[config.mk]
export PLATFORM = sky130hd
export DESIGN_NAME = pipeline_hazard_ctrl
export DESIGN_NICKNAME = d
export VERILOG_FILES = /design/src/rtl/pipeline_hazard_ctrl_pkg.sv /design/src/rtl/pipeline_hazard_ctrl_load_use_detect.sv /design/src/rtl/pipeline_hazard_ctrl.sv
export SDC_FILE = /design/constraint.sdc
export NUM_CORES = 1
export LEC_CHECK = 0
export ABC_AREA = 1
export BUFFER_PORTS_ARGS = -buffer_cell sky130_fd_sc_hd__buf_2
export CAP_MARGIN = 25
export CORE_MARGIN = 8
export CORE_UTILIZATION = 53
export CTS_CLUSTER_DIAMETER = 40
export DETAILED_ROUTE_END_ITERATION = 16
export PLACE_DENSITY = 0.8
export SLEW_MARGIN = 20
export SYNTH_ARGS = -nofsm -noshare
export SYNTH_HDL_FRONTEND = slang
export SYNTH_SLANG_ARGS = --single-unit
[constraint.sdc]
create_clock -name clk -period 2.1 [get_ports clk]
set_input_delay 0.21 -clock clk [delete_from_list [all_inputs] [get_ports clk]]
set_output_delay 0.21 -clock clk [all_outputs]
set_load 0.01 [all_outputs]
[src/rtl/pipeline_hazard_ctrl_pkg.sv]
// Shared types for the pipeline hazard controller: register address type,
// controller state encodings and the stall/flush control bundle.
package pipeline_hazard_ctrl_pkg;

    localparam int REG_ADDR_W  = 5;
    localparam int CTR_STALL_W = 16;
    localparam int WAIT_CNT_W  = 8;

    typedef logic [REG_ADDR_W-1:0] reg_addr_t;

    typedef enum logic [1:0] {
        HZ_RUN      = 2'd0,
        HZ_MEM_WAIT = 2'd1,
        HZ_HALT     = 2'd2
    } hz_state_t;

    typedef struct packed {
        logic stall_pc;
        logic stall_ifid;
        logic stall_idexe;
        logic stall_exemem;
        logic flush_ifid;
        logic flush_idexe;
        logic flush_memwb;
        logic halted;
    } hz_ctrl_t;

    localparam int HZ_CTRL_W = $bits(hz_ctrl_t);

    // Freeze every stage and drop a bubble into MEM_WB; used by both the
    // memory-wait and halt cases.
    function automatic hz_ctrl_t ctrl_freeze(input logic halt);
        hz_ctrl_t c;
        c              = '0;
        c.stall_pc     = 1'b1;
        c.stall_ifid   = 1'b1;
        c.stall_idexe  = 1'b1;
        c.stall_exemem = 1'b1;
        c.flush_memwb  = 1'b1;
        c.halted       = halt;
        return c;
    endfunction

endpackage

[src/rtl/pipeline_hazard_ctrl_load_use_detect.sv]
// Combinational load-use detector: the load in EXE writes a register the
// instruction in ID is about to read.
module load_use_detect
    import pipeline_hazard_ctrl_pkg::*;
(
    input  reg_addr_t rs1_id,
    input  reg_addr_t rs2_id,
    input  logic      useRs1_id,
    input  logic      useRs2_id,
    input  reg_addr_t rd_exe,
    input  logic      registerWriteEnable_exe,
    input  logic      regSelect_exe,
    output logic      lu
);

    logic exe_is_load;
    logic rs1_hit;
    logic rs2_hit;

    // x0 is hardwired to zero, so a load targeting it never creates a dependency.
    assign exe_is_load = regSelect_exe && registerWriteEnable_exe && (rd_exe != '0);
    assign rs1_hit     = useRs1_id && (rs1_id == rd_exe);
    assign rs2_hit     = useRs2_id && (rs2_id == rd_exe);
    assign lu          = exe_is_load && (rs1_hit || rs2_hit);

endmodule

[src/rtl/pipeline_hazard_ctrl.sv]
// Central stall/flush controller: load-use, EXE branch flush and multi-cycle
// data-memory waits with a watchdog that halts the pipeline.
module pipeline_hazard_ctrl
    import pipeline_hazard_ctrl_pkg::*;
#(
    parameter int MEM_TIMEOUT = 15
) (
    input  logic                   clk,
    input  logic                   rst,
    input  reg_addr_t              rs1_id,
    input  reg_addr_t              rs2_id,
    input  logic                   useRs1_id,
    input  logic                   useRs2_id,
    input  reg_addr_t              rd_exe,
    input  logic                   registerWriteEnable_exe,
    input  logic                   regSelect_exe,
    input  logic                   branchTaken_exe,
    input  logic                   memReq_mem,
    input  logic                   memReady_mem,
    output logic                   stall_pc,
    output logic                   stall_ifid,
    output logic                   stall_idexe,
    output logic                   stall_exemem,
    output logic                   flush_ifid,
    output logic                   flush_idexe,
    output logic                   flush_memwb,
    output logic                   halted,
    output logic [CTR_STALL_W-1:0] stallCycles
);

    localparam logic [WAIT_CNT_W-1:0] TIMEOUT_CNT = WAIT_CNT_W'(MEM_TIMEOUT);

    hz_state_t               state;
    hz_state_t               state_next;
    logic [WAIT_CNT_W-1:0]   wait_cnt;
    logic [WAIT_CNT_W-1:0]   wait_next;
    logic [CTR_STALL_W-1:0]  stall_cnt;
    logic                    lu;
    logic                    mw;
    hz_ctrl_t                ctrl;
    hz_ctrl_t                ctrl_out;

    load_use_detect u_load_use_detect (
        .rs1_id                  (rs1_id),
        .rs2_id                  (rs2_id),
        .useRs1_id               (useRs1_id),
        .useRs2_id               (useRs2_id),
        .rd_exe                  (rd_exe),
        .registerWriteEnable_exe (registerWriteEnable_exe),
        .regSelect_exe           (regSelect_exe),
        .lu                      (lu)
    );

    assign mw = memReq_mem && !memReady_mem;

    // Priority mux plus next-state logic. Leaving MEM_WAIT evaluates the
    // cycle as if no wait were pending, so a held branch or load-use is
    // serviced in the release cycle.
    always_comb begin
        ctrl       = '0;
        state_next = state;
        wait_next  = wait_cnt;
        if (state == HZ_HALT) begin
            ctrl = ctrl_freeze(1'b1);
        end else if (mw) begin
            ctrl = ctrl_freeze(1'b0);
            if (state == HZ_RUN) begin
                state_next = HZ_MEM_WAIT;
                wait_next  = WAIT_CNT_W'(1);
            end else if (wait_cnt == TIMEOUT_CNT) begin
                state_next = HZ_HALT;
            end else begin
                wait_next = wait_cnt + WAIT_CNT_W'(1);
            end
        end else begin
            state_next = HZ_RUN;
            wait_next  = '0;
            if (branchTaken_exe) begin
                ctrl.flush_ifid  = 1'b1;
                ctrl.flush_idexe = 1'b1;
            end else if (lu) begin
                ctrl.stall_pc    = 1'b1;
                ctrl.stall_ifid  = 1'b1;
                ctrl.flush_idexe = 1'b1;
            end
        end
    end

    // Gating by reset clears the outputs at once, without waiting for a clock.
    assign ctrl_out = rst ? ctrl : '0;

    assign stall_pc     = ctrl_out.stall_pc;
    assign stall_ifid   = ctrl_out.stall_ifid;
    assign stall_idexe  = ctrl_out.stall_idexe;
    assign stall_exemem = ctrl_out.stall_exemem;
    assign flush_ifid   = ctrl_out.flush_ifid;
    assign flush_idexe  = ctrl_out.flush_idexe;
    assign flush_memwb  = ctrl_out.flush_memwb;
    assign halted       = ctrl_out.halted;
    assign stallCycles  = stall_cnt;

    always_ff @(posedge clk or negedge rst) begin
        if (!rst) begin
            state     <= HZ_RUN;
            wait_cnt  <= '0;
            stall_cnt <= '0;
        end else begin
            state    <= state_next;
            wait_cnt <= wait_next;
            if (ctrl_out.stall_pc && (stall_cnt != '1)) begin
                stall_cnt <= stall_cnt + CTR_STALL_W'(1);
            end
        end
    end

endmodule

==> results of run 1 <==
## area by class of cell
type / count / area share (%)
Clock buffer: 3 / 1.036
Inverter: 40 / 6.904
Multi-Input combinational cell: 202 / 47.41
Sequential cell: 26 / 29.92
Tap cell: 46 / 2.647
Timing Repair Buffer: 50 / 12.08
## routing by layer
| metal | vias to the layer above | GRT usage (%) | part of all wire (%) |
|---|---|---|---|
| met1 | 807 | 20.31 | 49 |
| met4 | 0 | 3.625 | 0.37 |
| met5 | - | 0 | 0 |
| met3 | 2 | 2.500 | 6.5 |
| li1 | 958 | - | - |
| met2 | 42 | 24.07 | 44 |
## state kept, by name, indices dropped and copies added (netlist names)
| name | count |
|---|---|
| stallCycles | 16 |
| state | 2 |
| wait_cnt | 8 |
## worst max-delay path: cells and delay by family
kind                   cells  cell delay (ns)
buffers and inverters      4             1.00
AND/OR/NAND/NOR            3             0.49
## power breakdown
group / leakage (nW) / switching (W) / internal [W]
logic: 0.837 / 0.000140 / 0.000104
clock network: 0.0138 / 0.000146 / 0.0000672
registers: 0.357 / 0.0000583 / 0.000536
## metrics by stage
step / hold slack, ns / utilization, % / area [um^2] / total power (W)
floorplan: -0.08559 / - / 1888 / 0.0007432
global placement: 0.1153 / 62.86 / 2131 / 0.0008444
detailed placement: 0.1201 / 62.86 / 2131 / 0.0008487
CTS: 0.2039 / 63.82 / 2163 / 0.001060
global route: 0.2220 / 64.16 / 2175 / 0.001121
finish: 0.2091 / 64.16 / 2175 / 0.001052
## cells by family after synthesis
logic type               Yosys count
AND/OR/NAND/NOR                  169
buffers and inverters             47
flip-flops                        26
XOR/XNOR                          16
AO/OA/AOI/OAI                     15
adder cells (fa/ha/maj)            2
## layout by cell type, fill, tap and decap left out, drive strengths merged
cell type / Yosys / final
a211oi: 1 / 1
a21oi: 5 / 5
and3: 1 / 1
buf: 7 / 49
clkbuf: 0 / 3
dfrtp: 26 / 26
dlygate4sd3: 0 / 1
ha: 2 / 2
inv: 40 / 40
nand2: 89 / 89
nand2b: 1 / 1
nand3: 33 / 33
nand4: 4 / 4
nor2: 31 / 31
nor3: 9 / 9
nor4: 1 / 1
o21ai: 8 / 8
o22a: 1 / 1
xnor2: 3 / 3
xor2: 13 / 13
## timing repair
item | CTS | global route
endpoints found under the setup margin | 0 | 2
hold endpoints to repair | 12 | 0
resized for setup | 0 | 3
hold buffers | 1 | 0
## how the worst max path moves through the flow
| stage | to | slack, ns | cells after the start |
|---|---|---|---|
| finish | stall_ifid | 0.18 | 7 |
| global route | stall_pc | 0.04 | 7 |
| CTS | stall_pc | 0.04 | 7 |
| detailed placement | stallCycles[10] | 0.36 | 8 |
| global placement | stallCycles[0] | 0.42 | 8 |
| floorplan | stallCycles[2] | 0.42 | 9 |
==> reports/qor.txt, run 1 <==
max cap viols -> 0
Synth area leaders -> dfrtp_1 (34%), nand2_1 (17%), nand3_1 (8.5%), inv_1 (6.2%), xor2_1 (6.0%)
NumNets Final -> 349
mux cell area share after synthesis -> 0%
Post-Synth XOR/XNOR Area -> 7.422%
Yosys warnings -> 0
largest net degree at the start of global routing -> 21
gr usage total -> 14.98%
HPWL Detailed -> 3219 um
Synth Instances -> 275
CP required -> 1.89 ns
routed len/inst -> 10.93 um
slowest stage delay, CP -> 0.53 ns
Port Buffers -> 47
RSZ-0062 raised after global routing -> no
max frequency -> 521.5 MHz
CTS Sinks -> 26
Crit Path Max Fanout -> 20
DRT antenna net count -> 0
CTS tree -> yes
most common cell in the synthesized netlist -> nand2_1
die extent in x -> 75.69 um
footprint of the multi-input gates -> 0.001031 mm^2
Core ar. -> 0.003390 mm^2
GRT overflow -> 0
drt total wl -> 4011 um
maximum VDD drop -> 0.0003969 V
worst setup path start -> rst
number of global-route vias before repair -> 1632
P per Cell Area -> 483.9 mW/mm^2
synth cell count leaders -> nand2_1 (87), nand3_1 (32), inv_1 (31)
Seq/Total Area, Yosys -> 34.46%
Boundary Pins -> 48
Setup Fix Bufs, Post-CTS -> 0
Final Instance Count excl. Fillers -> 367
Final Hold Viols -> 0
register area -> 650.6 um^2
first-pass GRT wire length -> 6900 um
share of cells above drive strength 1 -> 22.74%
area grow syn2layout -> 15.18%
Synth async-reset ratio -> 100.0%
worst clock skew -> 0.006070 ns
simple-gate portion of the synthesized area -> 40.69%
hold crit path type -> in2reg
Synth top area share -> 34.46%
final setup violation count -> 0
Worst Hold Endpoint -> wait_cnt[5]
static leakage power -> 1.207 nW
Critical Path Sink Type -> output port
CP arrival -> 1.71 ns
Slew @ Worst Pin -> 0.4399 ns
clock root cell -> clkbuf_4
reg2reg start -> stallCycles[0]
ant diodes -> 0
clk_lat worst skew -> 0.32 ns
vias -> 1809
syn_area_per_cell -> 6.866 um^2
Distinct cells, synth -> 30
Slew headroom -> 70.67%
# H-tree levels -> 1
worst hold path startpoint -> memReady_mem
most common flop cell mapped by yosys -> dfrtp_1
routed vias/inst -> 4.929
Die Span Y -> 75.69 um
Slew Limit Fails -> 0
pre-CTS setup slack -> 0.3609 ns
Fill cells -> 318
violation count after the first detailed-route iteration -> 158
Compound-Gate Fraction of Synth Area -> 4.705%
clock-pin slew on the worst setup and hold paths -> 0.13 ns
critical path's slowest cell -> dlygate4sd3_1
reg2reg setup slack -> 0.34 ns
Pre-antenna DRT Iters -> 4
Final Worst Setup Slack -> 0.1824 ns
post-synth top area cell -> dfrtp_1
Post-synth EDFFs -> 0
crit-path cells -> dlygate4sd3_1, buf_4, inv_1, nor2_1, nand3_1, nand2_8, buf_2
initial antenna violation count -> 0
synthesized flop and latch total -> 26
fin crit share -> 91.32%
Register-to-Register Path Depth -> 8
outcome -> finished, final reports clean
Setup TNS -> 0 ns
cell count after placement -> 363
largest family of logic cells by synthesized area -> simple AND/OR/NAND/NOR gates
Cell Rows -> 21
minimum clock period -> 1.918 ns
hold path cells -> 4
Starting Density -> 55.70%
DIE AREA -> 0.005728 mm^2
total CTS buffers -> 3
worst reg2reg endpoint -> stallCycles[1]
Crit Path Class -> in2out
adder-cell share of the synthesized area -> 1.325%
Placer Congestion -> 0.8743
synthesized area -> 0.001888 mm^2
Startpoint Class -> input port
DRC errors left -> 0
syn nets -> 301
maximum buffer depth of the clock tree -> 2
(Power assumes the default switching activity.)
==> inputs of run 2 (changes only) <==
ABC_AREA = unset   (was 1)
CORE_UTILIZATION = 50   (was 53)
PLACE_DENSITY = 0.79   (was 0.8)
==> run 2 against run 1 <==
Cell area down 15%. Die area fell by 13%. Via count is 25% lower. Area after synthesis fell by 21%. Non-clock buffer count increased by 8. Setup slack worse by 0.071 ns. Cell count fell by 33%. Critical path type is now reg2reg.
==> reports/qor.txt, run 2 <==
Boundary Pins -> 48 (unchanged)
RSZ-0062 raised after global routing -> no
Crit Path Max Fanout -> 8 (-60%)
maximum VDD drop -> 0.0008135 V (+100%)
final instance area -> 0.001853 mm^2 (-15%)
gr usage total -> 14.70% (-0.28 points)
Setup Fix Bufs, Post-CTS -> 0 (unchanged)
commonest non-fill, non-tap cell in the layout -> buf_2
GRT overflow -> 0 (unchanged)
CTS Sinks -> 26 (unchanged)
share of cells above drive strength 1 -> 30.09% (+7.4 points)
Setup TNS -> 0 ns (unchanged)
Port Buffers -> 47 (unchanged)
Combinational Power Share -> 27.3% (+4.1 points)
Yosys warnings -> 0 (unchanged)
Startpoint Class -> flop
Seq/Total Area, Yosys -> 43.81% (+9.3 points)
register area -> 650.6 um^2 (unchanged)
Crit Path Class -> reg2reg
routed vias/inst -> 5.457 (+11%)
P per Cell Area -> 642.3 mW/mm^2 (+33%)
hold path cells -> 5 (+1)
DRT antenna net count -> 0 (unchanged)
ant diodes -> 0 (unchanged)
Synth top area share -> 43.81% (+9.3 points)
CTS tree -> yes
Slew @ Worst Pin -> 0.5393 ns (+0.09942 ns)
Die Span Y -> 70.50 um (-6.9%)
NetSw -> 0.0003688 W (+7.1%)
hold crit path type -> in2reg
clk_lat worst skew -> 0.33 ns (about the same)
Synth async-reset ratio -> 100.0% (unchanged)
syn_area_per_cell -> 9.400 um^2 (+37%)
maximum buffer depth of the clock tree -> 2 (unchanged)
HPWL Detailed -> 2867 um (-11%)
minimum clock period -> 1.989 ns (+0.07089 ns)
CP required -> 2.32 ns (+0.43 ns)
post-layout util -> 66.62% (+2.5 points)
synthesized flop and latch total -> 26 (unchanged)
Slew headroom -> 64.05% (-6.6 points)
max frequency -> 502.9 MHz (-3.6%)
Final Hold Viols -> 0 (unchanged)
Pre-antenna DRT Iters -> 4 (unchanged)
drt total wl -> 3527 um (-12%)
Fill cells -> 239 (-25%)
area grow syn2layout -> 24.77%
Clock power frac -> 21.5% (+1.2 points)
worst clock skew -> 0.004386 ns (-0.001684 ns)
NumNets Final -> 243 (-30%)
Post-synth EDFFs -> 0 (unchanged)
Distinct cells, synth -> 35 (+17%)
Largest register FFs -> 16 (unchanged)
Placer Congestion -> 0.8418 (-3.7%)
max cap viols -> 0 (unchanged)
routed len/inst -> 14.28 um (+31%)
clock-pin slew on the worst setup and hold paths -> 0.14 ns (about the same)
vias -> 1348 (-25%)
post-synth top area cell -> dfrtp_1
synthesized area -> 0.001485 mm^2 (-21%)
violation count after the first detailed-route iteration -> 33 (-79%)
largest net degree at the start of global routing -> 28 (+33%)
initial antenna violation count -> 0 (unchanged)
Cell Int Power -> 0.0008214 W (+16%)
footprint of the multi-input gates -> 784.5 um^2 (-24%)
most common flop cell mapped by yosys -> dfrtp_1
Slew Limit Fails -> 0 (unchanged)
Cell Rows -> 19 (-9.5%)
die extent in x -> 70.50 um (-6.9%)
CP arrival -> 2.21 ns (+0.50 ns)
syn nets -> 184 (-39%)
most frequent cells in the layout -> buf_2 (47), dfrtp_1 (26), nor2_1 (18), xnor2_1 (15)
DRC errors left -> 0 (unchanged)
part of the power in registers -> 51.2% (-5.3 points)
most common cell in the synthesized netlist -> dfrtp_1
Starting Density -> 53.40% (-2.3 points)
Placed Instance Area -> 0.001800 mm^2 (-16%)
Core ar. -> 0.002781 mm^2 (-18%)
# H-tree levels -> 1 (unchanged)
final setup violation count -> 0 (unchanged)
Critical Path Sink Type -> flop
Register-to-Register Path Depth -> 8 (unchanged)
first-pass GRT wire length -> 6161 um (-11%)
synth cell count leaders -> dfrtp_1 (26), nor2_1 (18), xnor2_1 (15)
static leakage power -> 0.9464 nW (-22%)
outcome -> finished, final reports clean
clock root cell -> clkbuf_4
number of global-route vias before repair -> 1376 (-16%)
total CTS buffers -> 3 (unchanged)
Net Sw Frac -> 30.98% (-1.7 points)
DIE AREA -> 0.004970 mm^2 (-13%)
Synth area leaders -> dfrtp_1 (44%), xnor2_1 (8.8%), xor2_1 (8.3%), nor2_1 (4.5%), nand3_1 (4.4%)
Synth Instances -> 158 (-43%)
fin crit share -> 94.69% (+3.4 points)
==> run 2: cell count changes in the layout (fill, tap and decap cells not counted), moves of 3 or more <==
cell / delta
and2_1: +3
buf_4: +7
inv_1: -25
inv_2: -9
nand2_1: -73
nand3_1: -19
nor2_1: -10
nor3_2: -3
xnor2_1: +12
==> run 2: worst paths after layout <==
kind / startpoint / endpoint / slack (ns)
hold reg to reg: stallCycles[15] / stallCycles[15] / 0.51
setup reg to reg: stallCycles[1] / stallCycles[9] / 0.11
min in group asynchronous: rst / stallCycles[3] / 0.44
setup / recovery: stallCycles[1] / stallCycles[9] / 0.11
max in group asynchronous: rst / state[1] / 1.42
hold / removal: memReady_mem / state[0] / 0.28
==> run 2: repair_timing <==
item	in CTS	in global routing
gates resized for setup	0	1
hold endpoints to repair	26	0
hold buffers	1	0
setup endpoints to repair	0	1
==> run 2: layout make-up <==
class                           count  share of cell area [%]
Clock buffer                        4                   1.958
Timing Repair Buffer               58                   17.29
Multi-Input combinational cell    122                   42.34
Inverter                            6                   1.215
Sequential cell                    26                   35.11
Tap cell                           31                   2.093
==> run 2: routing by layer <==
layer	global-route usage (%)	up-vias	share of wire, %
li1	-	658	-
met1	16.92	639	44
met2	24.85	47	47
met3	5.085	4	7.6
met4	4.688	0	0.91
met5	0	-	0
==> run 2: power by group through the flow <==
| stage | combinational, W | sequential, W | clock (W) |
|---|---|---|---|
| after floorplan | 0.000117 | 0.000652 | 0 |
| after global routing | 0.000362 | 0.000619 | 0.000289 |
| after CTS | 0.000332 | 0.000609 | 0.000258 |
| final | 0.000325 | 0.000609 | 0.000255 |
| after detailed placement | 0.000329 | 0.000618 | 0 |
| after global placement | 0.000322 | 0.000615 | 0 |
==> run 2: per-stage QoR <==
stage               power (W)  hold WS (ns)  instances  setup slack, ns
finish               0.001190        0.2848        247           0.1115
global route         0.001271        0.2629        247         0.002127
CTS                  0.001199        0.2852        247           0.1239
detailed placement  0.0009475        0.2932        242           0.1464
global placement    0.0009373        0.2858        242           0.1809
floorplan           0.0007693      -0.08559        158          0.04475
==> run 2: worst max-delay path: stages, from the launching register on <==
cell and delay [ns]:
dfrtp_1 0.42, ha_1 0.18, nand3_1 0.09, or2_1 0.25, o31a_1 0.32, a21oi_4 0.22
buf_4 0.19, nor3_1 0.07, xor2_1 0.14
==> run 2: kinds of logic after synthesis <==
logic type | synth area share [%]
buffers and inverters | 3.791
adder cells (fa/ha/maj) | 1.685
XOR/XNOR | 17.10
flip-flops | 43.81
AO/OA/AOI/OAI | 8.004
multiplexers | 2.274
AND/OR/NAND/NOR | 23.34
